[src/rtl/pcm_spk_sequencer.sv]
// PCM speaker playback sequencer: one-deep sample holding register feeding a
// bclk/lrclk/dataout serialiser that sends each mono sample in both slots.
module pcm_spk_sequencer #(
    parameter int CLK_DIV  = 2,
    parameter int SAMPLE_W = 16
) (
    input  logic                clk,
    input  logic                reset,
    input  logic                enable,
    input  logic [SAMPLE_W-1:0] sample_in,
    input  logic                sample_valid,
    output logic                sample_ready,
    output logic                bclk,
    output logic                lrclk,
    output logic                dataout,
    output logic                done,
    output logic                underrun,
    output logic                busy
);

    // Slot indexing assumes SAMPLE_W is a power of two, so bit_cnt splits into
    // {lr, slot_bit}.
    localparam int DIV_W  = (CLK_DIV > 1) ? $clog2(CLK_DIV) : 1;
    localparam int SLOT_W = (SAMPLE_W > 2) ? $clog2(SAMPLE_W) : 1;
    localparam int BIT_W  = SLOT_W + 1;

    localparam logic [DIV_W-1:0]  DIV_LAST = DIV_W'(CLK_DIV - 1);
    localparam logic [BIT_W-1:0]  BIT_LAST = BIT_W'(2 * SAMPLE_W - 1);
    localparam logic [SLOT_W-1:0] SLOT_MSB = SLOT_W'(SAMPLE_W - 1);

    typedef enum logic [0:0] {
        IDLE = 1'b0,
        RUN  = 1'b1
    } state_t;

    state_t              state_q, state_d;
    logic [DIV_W-1:0]    div_cnt_q, div_cnt_d;
    logic [BIT_W-1:0]    bit_cnt_q, bit_cnt_d;
    logic [SAMPLE_W-1:0] shreg_q, shreg_d;
    logic [SAMPLE_W-1:0] hold_q, hold_d;
    logic                hold_full_q, hold_full_d;
    logic                bclk_q, bclk_d;
    logic                lrclk_q, lrclk_d;
    logic                dataout_q, dataout_d;
    logic                done_q, done_d;
    logic                underrun_q, underrun_d;
    logic                sample_ready_q, sample_ready_d;

    logic                xfer;
    logic                frame_start;
    logic [SLOT_W-1:0]   slot_idx;

    always_comb begin
        state_d        = state_q;
        div_cnt_d      = div_cnt_q;
        bit_cnt_d      = bit_cnt_q;
        shreg_d        = shreg_q;
        hold_d         = hold_q;
        hold_full_d    = hold_full_q;
        bclk_d         = bclk_q;
        lrclk_d        = lrclk_q;
        dataout_d      = dataout_q;
        done_d         = 1'b0;
        underrun_d     = 1'b0;
        frame_start    = 1'b0;
        slot_idx       = '0;
        xfer           = sample_valid & sample_ready_q;

        case (state_q)
            IDLE: begin
                div_cnt_d = '0;
                bit_cnt_d = '0;
                bclk_d    = 1'b0;
                lrclk_d   = 1'b0;
                dataout_d = 1'b0;
                // No start-up underrun: wait for a real sample before running.
                if (enable && hold_full_q) begin
                    frame_start = 1'b1;
                end
            end
            RUN: begin
                if (div_cnt_q == DIV_LAST) begin
                    div_cnt_d = '0;
                    bclk_d    = ~bclk_q;
                    if (bclk_q) begin
                        if (bit_cnt_q == BIT_LAST) begin
                            done_d = 1'b1;
                            if (enable) begin
                                frame_start = 1'b1;
                            end else begin
                                state_d   = IDLE;
                                bit_cnt_d = '0;
                                bclk_d    = 1'b0;
                                lrclk_d   = 1'b0;
                                dataout_d = 1'b0;
                            end
                        end else begin
                            // Data changes on the bclk fall so it is stable at the next rise.
                            bit_cnt_d = bit_cnt_q + 1'b1;
                            slot_idx  = SLOT_MSB - bit_cnt_d[SLOT_W-1:0];
                            lrclk_d   = bit_cnt_d[SLOT_W];
                            dataout_d = shreg_q[slot_idx];
                        end
                    end
                end else begin
                    div_cnt_d = div_cnt_q + 1'b1;
                end
            end
        endcase

        if (frame_start) begin
            state_d   = RUN;
            bit_cnt_d = '0;
            div_cnt_d = '0;
            bclk_d    = 1'b0;
            lrclk_d   = 1'b0;
            if (hold_full_q) begin
                shreg_d     = hold_q;
                hold_full_d = 1'b0;
            end else begin
                shreg_d    = '0;
                underrun_d = 1'b1;
            end
            dataout_d = shreg_d[SAMPLE_W-1];
        end

        // A sample arriving on a frame-start edge lands in hold, not shreg.
        if (xfer) begin
            hold_d      = sample_in;
            hold_full_d = 1'b1;
        end

        sample_ready_d = enable & ~hold_full_d;
    end

    always_ff @(posedge clk or negedge reset) begin
        if (!reset) begin
            state_q        <= IDLE;
            div_cnt_q      <= '0;
            bit_cnt_q      <= '0;
            shreg_q        <= '0;
            hold_q         <= '0;
            hold_full_q    <= 1'b0;
            bclk_q         <= 1'b0;
            lrclk_q        <= 1'b0;
            dataout_q      <= 1'b0;
            done_q         <= 1'b0;
            underrun_q     <= 1'b0;
            sample_ready_q <= 1'b0;
        end else begin
            state_q        <= state_d;
            div_cnt_q      <= div_cnt_d;
            bit_cnt_q      <= bit_cnt_d;
            shreg_q        <= shreg_d;
            hold_q         <= hold_d;
            hold_full_q    <= hold_full_d;
            bclk_q         <= bclk_d;
            lrclk_q        <= lrclk_d;
            dataout_q      <= dataout_d;
            done_q         <= done_d;
            underrun_q     <= underrun_d;
            sample_ready_q <= sample_ready_d;
        end
    end

    assign sample_ready = sample_ready_q;
    assign bclk         = bclk_q;
    assign lrclk        = lrclk_q;
    assign dataout      = dataout_q;
    assign done         = done_q;
    assign underrun     = underrun_q;
    assign busy         = (state_q == RUN);

endmodule
[config.mk]
export PLATFORM = sky130hd
export DESIGN_NAME = pcm_spk_sequencer
export DESIGN_NICKNAME = d
export VERILOG_FILES = /design/src/rtl/pcm_spk_sequencer.sv
export SDC_FILE = /design/constraint.sdc
export NUM_CORES = 1
export LEC_CHECK = 0
export BUFFER_PORTS_ARGS = -buffer_cell sky130_fd_sc_hd__buf_4
export CAP_MARGIN = 20
export CORE_MARGIN = 2
export CORE_UTILIZATION = 55
export CTS_CLUSTER_DIAMETER = 40
export DETAILED_ROUTE_END_ITERATION = 16
export GPL_ROUTABILITY_DRIVEN = 0
export GPL_TIMING_DRIVEN = 1
export PLACE_DENSITY_LB_ADDON = 0.05
export SETUP_SLACK_MARGIN = 0.02
export SYNTH_ARGS = -nofsm -noshare
export SYNTH_HDL_FRONTEND = slang
export SYNTH_SLANG_ARGS = --single-unit
[constraint.sdc]
create_clock -name clk -period 2.69 [get_ports clk]
set_input_delay 0.4035 -clock clk [delete_from_list [all_inputs] [get_ports clk]]
set_output_delay 0.4035 -clock clk [all_outputs]
set_load 0.02 [all_outputs]
==> results of run 1 <==
kinds of logic after synthesis:
| family | count (synthesis) | synth area share (%) |
|---|---|---|
| xor+xnor | 3 | 1.39 |
| simple gates | 34 | 9.16 |
| flops | 45 | 59.8 |
| mux | 22 | 15.2 |
| compound gates | 27 | 11.4 |
| buf+inv | 6 | 1.79 |
| fa+ha+maj | 2 | 1.33 |
power breakdown:
group	leakage [nW]	internal, mW	total, mW	switching [mW]
Combinational	0.441	0.416	0.707	0.291
Clock	0.0455	0.222	0.421	0.199
Sequential	0.562	0.953	1.15	0.199
Total	1.05	1.59	2.28	0.689
per-stage QoR:
| stage | area, um2 | hold slack [ns] | setup WS (ns) | util [%] | instances |
|---|---|---|---|---|---|
| 2_1_floorplan | 1880 | 0.108 | 0.686 | - | 139 |
| 5_1_grt | 2210 | 0.0596 | 0.294 | 66.9 | 217 |
| 6_report | 2210 | 0.0206 | 0.436 | 66.9 | 217 |
| 4_1_cts | 2210 | 0.0366 | 0.448 | 66.9 | 217 |
| 3_3_place_gp | 2130 | 0.422 | 0.543 | 64.3 | 209 |
| 3_5_place_dp | 2130 | 0.427 | 0.476 | 64.3 | 209 |
worst min-delay path by stage:
stage / from / to / slack (ns) / cells past startpoint
after CTS: reset / bclk$_DFFE_PN0N_ / 0.04 / 1
after global placement: reset / bclk$_DFFE_PN0N_ / 0.42 / 1
after global routing: reset / bit_cnt_q[1]$_DFFE_PN0P_ / 0.06 / 1
final: reset / bclk$_DFFE_PN0N_ / 0.02 / 1
after floorplan: reset / bclk$_DFFE_PN0N_ / 0.11 / 0
after detailed placement: reset / bclk$_DFFE_PN0N_ / 0.43 / 1
synthesized netlist by cell type, drive strengths merged:
library cell / instances
mux2: 17
nand4: 1
buf: 4
dfrtp: 45
and3b: 1
a21oi: 6
or3: 2
and2: 1
o21ai: 3
a41oi: 1
nor2: 6
nand3: 3
xor2: 1
mux2i: 2
o41ai: 1
or4: 1
nor3b: 1
clkbuf: 1
ha: 2
mux4: 3
and4: 1
nor2b: 1
nand2: 13
o2111ai: 1
and3: 2
or4b: 1
a22o: 15
xnor2: 2
clkinv: 1
routing by layer:
metal | track usage, % | part of all wire, %
met3 | 3.96 | 3.7
met5 | 0 | 0
met2 | 28.1 | 50
met1 | 24.8 | 44
met4 | 9.72 | 2.4
sequential cells by signal, summed over array words and instances, names as in the netlist:
register      flops
bit_cnt_q         5
underrun          1
dataout           1
busy              1
done              1
hold_full_q       1
shreg_q          16
sample_ready      1
hold_q           16
bclk              1
div_cnt_q         1
critical path: cells and delay by family, from the launching register on:
| family | cells | cell delay [ns] |
|---|---|---|
| buf+inv | 1 | 0.19 |
| flops | 1 | 0.56 |
| simple gates | 2 | 0.47 |
| fa+ha+maj | 2 | 0.59 |
| compound gates | 2 | 0.33 |
layout make-up:
class                           instances  area [um2]  area share (%)
Clock buffer                            7        55.1            2.49
Tap cell                               46        57.6            2.60
Timing Repair Buffer                   29         218            9.83
Multi-Input combinational cell         88         724            32.7
Clock inverter                          1        30.0            1.36
Inverter                                1        3.75           0.169
Sequential cell                        45        1130            50.8
==> impl_metrics.csv, run 1 <==
group,metric,value,unit
timing,report.final.slew_viol_count,0,
run,max_cap_viol_count,0,
detailed_routing,first_pass_iters,4,
critical_path,reg2regPathDepth,7,
timing,hold_viol_final,0,
detailed_routing,drtIter0Drc,93,
critical_path,cp_max_fo,16,
clocking,cts_tree,"built",
layout,layout_commonest_cell,"dfrtp_1",
place,place_hpwl,2.22,mm
critical_path,crit_start,"bit_cnt_q[0]$_DFFE_PN0P_",
global_routing,grt_use_total,18.4,%
floorplanning,initial_core_util,56.9,%
global_routing,grt_pass1_vias,1205,
timing,rsz0062_at_grt,"no",
timing,fin_crit_sh,83.8,%
critical_path,r2r_setup_slack,0.44,ns
detailed_routing,wl_per_cell,14.9,um
logic_synthesis,synth.top_cell.area_share,59.8,%
critical_path,cpMostUsedCell,"ha_1",
layout,drive_above_1_share,32.7,%
timing,fin_crit,2.25,ns
timing,slew_headroom,50.7,%
layout,nets,192,
pwr,power_density,1030,nW/um2
clocking,htree_levels,2,
critical_path,crit_path_end_kind,"flip-flop",
pwr,leakagePower,1.05,nW
clocking,clk_latency,0.34,ns
floorplanning,dieArea,3910,um2
clocking,cts_buffer_depth,2,
floorplanning,dieHeight,62.5,um
logic_synthesis,seq_area_frac_synth,59.8,%
logic_synthesis,syn-num-nets,161,
clocking,clk_pin_slew_worst_paths,0.12,ns
clocking,cts-hold-fix-buffers,0,
critical_path,slowest_stage,"dfrtp_1",
layout,area_delta_synth_final,17.5,%
logic_synthesis,synth.avg_cell_area,13.6,um2
floorplanning,core_area,3310,um2
critical_path,r2r-start,"bit_cnt_q[0]$_DFFE_PN0P_",
timing,finalSetupViolations,0,
critical_path,cp_cell_sequence,"ha_1, and3_1, ha_1, and4_1, o21ai_2, buf_4, a22o_1",
place,portBuffers,26,
timing,fmax,444,MHz
clocking,cts_resized,0,
critical_path,setup.worst_path.class,"flip-flop to flip-flop",
layout,nFillCells,272,
critical_path,startpoint_type,"flip-flop",
critical_path,reg2reg_to,"shreg_q[11]$_DFFE_PN0P_",
global_routing,overflow,0,
clocking,cts_buffers,5,
logic_synthesis,synth_area,1880,um2
critical_path,worst_ep_required_time,2.93,ns
global_routing,grt_max_degree,46,
logic_synthesis,yosysUniqueCellTypes,32,
timing,finClkSkew,0.00351,ns
layout,final_cell_mix,"dfrtp_1 (45), buf_4 (29), mux2_2 (17)",
timing,setup_tns,0,ns
critical_path,crit_end,"shreg_q[11]$_DFFE_PN0P_",
run_status,status,"finished clean",
logic_synthesis,yosys_warnings,0,
logic_synthesis,yosysTopAreaCell,"dfrtp_1",
clocking,cts_setup_buffers,0,
floorplanning,rows,21,
timing,tightestPinTransition,0.738,ns
global_routing,antenna_found_initial,0,
logic_synthesis,synthCells,139,
pwr,power.total,2.28,mW
critical_path,crit_arrival,2.50,ns
detailed_routing,drcViolationCount,0,
floorplanning,io_pins,27,
detailed_routing,vias_per_cell,5.59,
global_routing,grt_pass1_wl,5.58,mm
detailed_routing,vias,1212,
layout,diodes,0,
clocking,cts.sinks,45,
detailed_routing,ant_nets,0,
detailed_routing,wirelength,3.24,mm
logic_synthesis,synth-seq-cells,45,
logic_synthesis,synthTopCellsByArea,"dfrtp_1 (60%), mux2_2 (10%), a22o_1 (7.0%)",
critical_path,critPathMaxStageDelay,0.56,ns
floorplanning,dieWidth,62.5,um
hold_path,hp-class,"input pin to asynchronous set/reset pin",
clocking,cts-root-buf,"clkbuf_4",
pwr,vdd_drop_max,0.000487,V
(Power assumes the default switching activity.)
==> run 2, diff against run 1 <==
- CORE_UTILIZATION: 55 -> 50
- clock period: 2.69 -> 1.9 ns (I/O delays scaled with it)
==> impl_metrics.csv, run 2 (synthesis gave the netlist of run 1 again) <==
group,metric,value,unit
run_status,status,"finished clean",
timing,finalSetupViolations,0,
global_routing,grt_use_met3,5.99,%
detailed_routing,vias,1264,
layout,multi_input_area,771,um2
timing,tightestPinTransition,0.705,ns
detailed_routing,drtIter0Drc,113,
floorplanning,dieArea,4280,um2
critical_path,crit_path_end_kind,"flip-flop",
layout,final_cell_mix,"dfrtp_1 (45), buf_4 (33), mux2_2 (17)",
global_routing,grt_pass1_wl,5.75,mm
critical_path,cpMostUsedCell,"ha_4",
detailed_routing,drcViolationCount,0,
critical_path,startpoint_type,"flip-flop",
pwr,power_density,1500,nW/um2
layout,nets,199,
global_routing,grt_max_degree,46,
critical_path,worst_ep_required_time,2.11,ns
detailed_routing,wl_per_cell,14.6,um
critical_path,reg2regPathDepth,5,
detailed_routing,wirelength,3.31,mm
critical_path,crit_arrival,2.02,ns
timing,report.final.slew_viol_count,0,
clocking,cts_buffer_depth,2,
timing,slew_headroom,52.9,%
timing,fin_crit_sh,95.1,%
floorplanning,core_area,3630,um2
critical_path,critPathTopFamily,"simple AND/OR/NAND/NOR gates",
floorplanning,dieHeight,65.4,um
critical_path,crit_cells,5,
timing,fmax,553,MHz
layout,layout_commonest_cell,"dfrtp_1",
timing,hold_viol_final,0,
critical_path,cp_cell_sequence,"ha_4, and3_1, ha_4, or4_1, a41oi_2",
layout,diodes,0,
pwr,vdd_drop_max,0.000809,V
pwr,power.total,3.59,mW
global_routing,grt_pass1_vias,1224,
clocking,clk_latency,0.29,ns
critical_path,slowest_stage,"or4_1",
floorplanning,initial_core_util,51.9,%
critical_path,cp_max_fo,7,
timing,fin_crit,1.81,ns
place,place_hpwl,2.25,mm
global_routing,grt.busiest_layer,"met2",
timing,setup_tns,0,ns
pwr,leakagePower,1.11,nW
global_routing,antenna_found_initial,0,
floorplanning,dieWidth,65.4,um
hold_path,hold_depth,2,
layout,nFillCells,290,
layout,area_delta_synth_final,26.5,%
global_routing,overflow,0,
place,place_area,2190,um2
layout,top_regs,"hold_q: 16 flops, shreg_q: 16 flops, bit_cnt_q: 5 flops",
critical_path,setup.worst_path.class,"flip-flop to flip-flop",
clocking,cts_tree,"built",
clocking,htree_levels,2,
clocking,cts_buffers,5,
timing,rsz0062_at_grt,"no",
clocking,cts-root-buf,"clkbuf_8",
critical_path,critPathBufInv,0,
clocking,clk_pin_slew_worst_paths,0.08,ns
floorplanning,rows,22,
clocking,cts.sinks,45,
layout,drive_above_1_share,38.2,%
hold_path,hp-class,"input pin to flip-flop",
detailed_routing,vias_per_cell,5.59,
detailed_routing,ant_nets,0,
global_routing,grt_util_met2,30.0,%
floorplanning,io_pins,27,
run,max_cap_viol_count,0,
global_routing,use_met1,22.9,%
detailed_routing,first_pass_iters,5,
layout,regArea,1130,um2
timing,finClkSkew,0.00377,ns
critical_path,critPathMaxStageDelay,0.52,ns
global_routing,grt_use_total,18.2,%
layout,finalCoreUtilization,65.6,%
layout,finalInstanceArea,2380,um2
place,portBuffers,26,
[run 2: metrics by stage]
step / cells / hold WS [ns] / worst slack [ns]
after detailed placement: 216 / 0.315 / -0.0202
after global routing: 226 / 0.207 / 0.0268
final: 226 / 0.222 / 0.0929
after global placement: 216 / 0.307 / 0.0147
after floorplan: 139 / -0.0106 / 0.0178
after CTS: 225 / 0.214 / 0.0288
[run 2: worst paths after layout]
kind,from,endpoint,slack [ns]
worst max register to register,bit_cnt_q[1]$_DFFE_PN0P_,dataout$_DFFE_PN0P_,0.09
max in group asynchronous,reset,shreg_q[2]$_DFFE_PN0P_,1.01
worst min register to register,shreg_q[15]$_DFFE_PN0P_,shreg_q[15]$_DFFE_PN0P_,0.49
worst min-delay path,sample_in[5],hold_q[5]$_DFFE_PN0P_,0.22
worst max-delay path,bit_cnt_q[1]$_DFFE_PN0P_,dataout$_DFFE_PN0P_,0.09
min in group asynchronous,reset,underrun$_DFF_PN0_,0.53
[run 2: report_power, final]
part | internal, mW | switching, mW
clock | 0.522 | 0.303
sequential | 1.35 | 0.267
combinational | 0.685 | 0.455
[run 2: area by class of cell]
cell class | count | share of cell area (%)
flip-flops and latches | 45 | 47.2
multi-input cells | 88 | 32.3
repair buffers | 36 | 12.1
clock buffers | 5 | 2.89
clock inverters | 3 | 2.73
well taps | 48 | 2.52
inverters | 1 | 0.157
[run 2: what timing repair did]
item	in CTS	in global routing
endpoints found under the setup margin	16	16
hold buffers	1	0
resized for setup	3	4
buffers inserted	0	1
hold endpoints to repair	34	0
pin swaps	0	1
[run 2: routing by layer]
layer,part of all wire (%),vias to the layer above
li1,-,593
met5,0,-
met4,0.88,0
met3,6.0,4
met2,50,42
met1,43,625
==> run 3, diff against run 2 <==
- CORE_UTILIZATION: 50 -> 55
- clock period: 1.9 -> 2 ns (I/O delays scaled with it)
==> impl_metrics.csv, run 3 (synthesis gave the netlist of run 1 again) <==
group,metric,value,unit
run_status,status,"finished clean",
timing,slew_headroom,53.4,%
floorplanning,io_pins,27,
global_routing,grt_max_degree,46,
clocking,htree_levels,2,
floorplanning,initial_core_util,56.9,%
detailed_routing,first_pass_iters,4,
detailed_routing,wl_per_cell,14.8,um
detailed_routing,drtIter0Drc,95,
timing,fmax,532,MHz
critical_path,crit_path_end_kind,"flip-flop",
clocking,cts.sinks,45,
place,portBuffers,26,
place,place_hpwl,2.38,mm
detailed_routing,wirelength,3.27,mm
place,dp_cells,212,
layout,nets,196,
timing,rsz0062_at_grt,"no",
layout,nFillCells,269,
critical_path,cp_max_fo,6,
global_routing,antenna_found_initial,0,
layout,diodes,0,
critical_path,critPathMaxStageDelay,0.43,ns
critical_path,startpoint_type,"flip-flop",
detailed_routing,vias,1239,
layout,multi_input_area,736,um2
floorplanning,dieArea,3910,um2
critical_path,r2r-start,"bit_cnt_q[1]$_DFFE_PN0P_",
timing,finClkSkew,0.0109,ns
pwr,clock_power_share,18.3,%
timing,finalSetupViolations,0,
layout,drive_above_1_share,36.0,%
detailed_routing,vias_per_cell,5.61,
detailed_routing,drcViolationCount,0,
hold_path,hp-class,"input pin to flip-flop",
pwr,p_int,2.16,mW
pwr,seqPwrFrac,49.4,%
layout,final_cell_mix,"dfrtp_1 (45), buf_4 (31), mux2_2 (17)",
hold_path,hold_start,"sample_in[13]",
critical_path,critPathTopFamily,"flip-flops",
detailed_routing,ant_nets,0,
layout,regArea,1130,um2
layout,final-instance-count-excl-fill,221,
critical_path,crit_arrival,2.12,ns
pwr,leakagePower,1.07,nW
timing,setup_tns,0,ns
critical_path,slowest_stage,"dfrtp_1",
clocking,clk_pin_slew_worst_paths,0.12,ns
floorplanning,rows,21,
floorplanning,dieHeight,62.5,um
critical_path,crit_start,"bit_cnt_q[1]$_DFFE_PN0P_",
pwr,swShare,30.3,%
global_routing,grt_pass1_vias,1379,
run,max_cap_viol_count,0,
timing,report.final.slew_viol_count,0,
clocking,cts_tree,"built",
timing,hold_viol_final,0,
pwr,vdd_drop_max,0.000805,V
timing,fin_crit,1.88,ns
clocking,cts_setup_buffers,0,
pwr,power_switching,0.939,mW
global_routing,overflow,0,
critical_path,cp_cell_sequence,"ha_2, mux2_2, or3_1, o2111ai_1, a41oi_2",
global_routing,grt_use_total,19.8,%
layout,layout_commonest_cell,"dfrtp_1",
global_routing,grt_pass1_wl,6.04,mm
clocking,clk_latency,0.35,ns
timing,tightestPinTransition,0.697,ns
critical_path,critPathBufInv,0,
pwr,comb_power_share,32.3,%
critical_path,setup.worst_path.class,"flip-flop to flip-flop",
critical_path,worst_ep_required_time,2.24,ns
clocking,cts_buffer_depth,2,
floorplanning,dieWidth,62.5,um
clocking,cts-root-buf,"clkbuf_4",
clocking,cts_buffers,5,
layout,top_regs,"hold_q: 16 flops, shreg_q: 16 flops, bit_cnt_q: 5 flops",
pwr,power_density,1370,nW/um2
timing,fin_crit_sh,94.0,%
layout,area_delta_synth_final,20.5,%
floorplanning,core_area,3310,um2
-- run 3: changes by cell type in the layout (fill, tap and decap cells not counted), moves of 2 or more --
cell      before  now
clkbuf_8       5    1
buf_4         33   31
ha_4           2    0
ha_2           0    2
clkbuf_4       0    5
-- run 3: worst reg2reg max path, delay by kind of cell, from the launching register on --
kind | cells | cell delay, ns
compound gates | 2 | 0.25
fa+ha+maj | 1 | 0.42
flops | 1 | 0.43
mux | 1 | 0.36
simple gates | 1 | 0.31
-- run 3: repair_timing --
action / 4_1_cts / 5_1_grt
setup endpoints to repair: 0 / 19
hold buffers: 1 / 0
endpoints found under the hold margin: 45 / 0
resized for setup: 0 / 4
-- run 3: through the flow --
stage          power, mW  hold WS [ns]  instance area [um2]  setup WS, ns  utilization (%)
2_1_floorplan       2.25       0.00441                 1890        0.0319                -
3_3_place_gp        2.50         0.316                 2160        0.0839             65.4
3_5_place_dp        2.57         0.323                 2160        0.0669             65.4
4_1_cts             3.13         0.155                 2260        0.0320             68.3
5_1_grt             3.32         0.141                 2270        0.0303             68.6
6_report            3.10         0.166                 2270         0.120             68.6
-- run 3: worst paths after layout --
| check | slack, ns | endpoint | cells past startpoint |
|---|---|---|---|
| max in group asynchronous | 1.17 | hold_q[4]$_DFFE_PN0P_ | 2 |
| worst max-delay path | 0.12 | dataout$_DFFE_PN0P_ | 5 |
| worst max register to register | 0.12 | dataout$_DFFE_PN0P_ | 5 |
| worst min-delay path | 0.17 | hold_q[13]$_DFFE_PN0P_ | 2 |
| min in group asynchronous | 0.46 | bit_cnt_q[3]$_DFFE_PN0P_ | 2 |
| worst min register to register | 0.50 | shreg_q[4]$_DFFE_PN0P_ | 1 |
-- run 3: per-layer routing --
metal	wire length (um)	track usage (%)	vias to the layer above	part of all wire, %
li1	-	-	585	-
met1	1420	23.5	630	43
met2	1680	34.0	18	51
met3	123	6.31	6	3.8
met4	51	6.67	0	1.6
met5	0	0	-	0
-- run 3: final cells by class --
cell class	instances	share of cell area (%)
inverter	1	0.165
clock buffer	7	2.42
multi-input combinational	88	32.4
sequential	45	49.6
timing repair buffer	33	11.6
clock inverter	1	1.32
tap	46	2.53
-- run 3: power by group through the flow --
stage | logic, mW | clock network (mW) | registers (mW)
6_report | 1.00 | 0.567 | 1.53
3_5_place_dp | 1.01 | 0 | 1.55
2_1_floorplan | 0.744 | 0 | 1.51
4_1_cts | 1.01 | 0.584 | 1.53
3_3_place_gp | 0.974 | 0 | 1.53
5_1_grt | 1.11 | 0.628 | 1.59
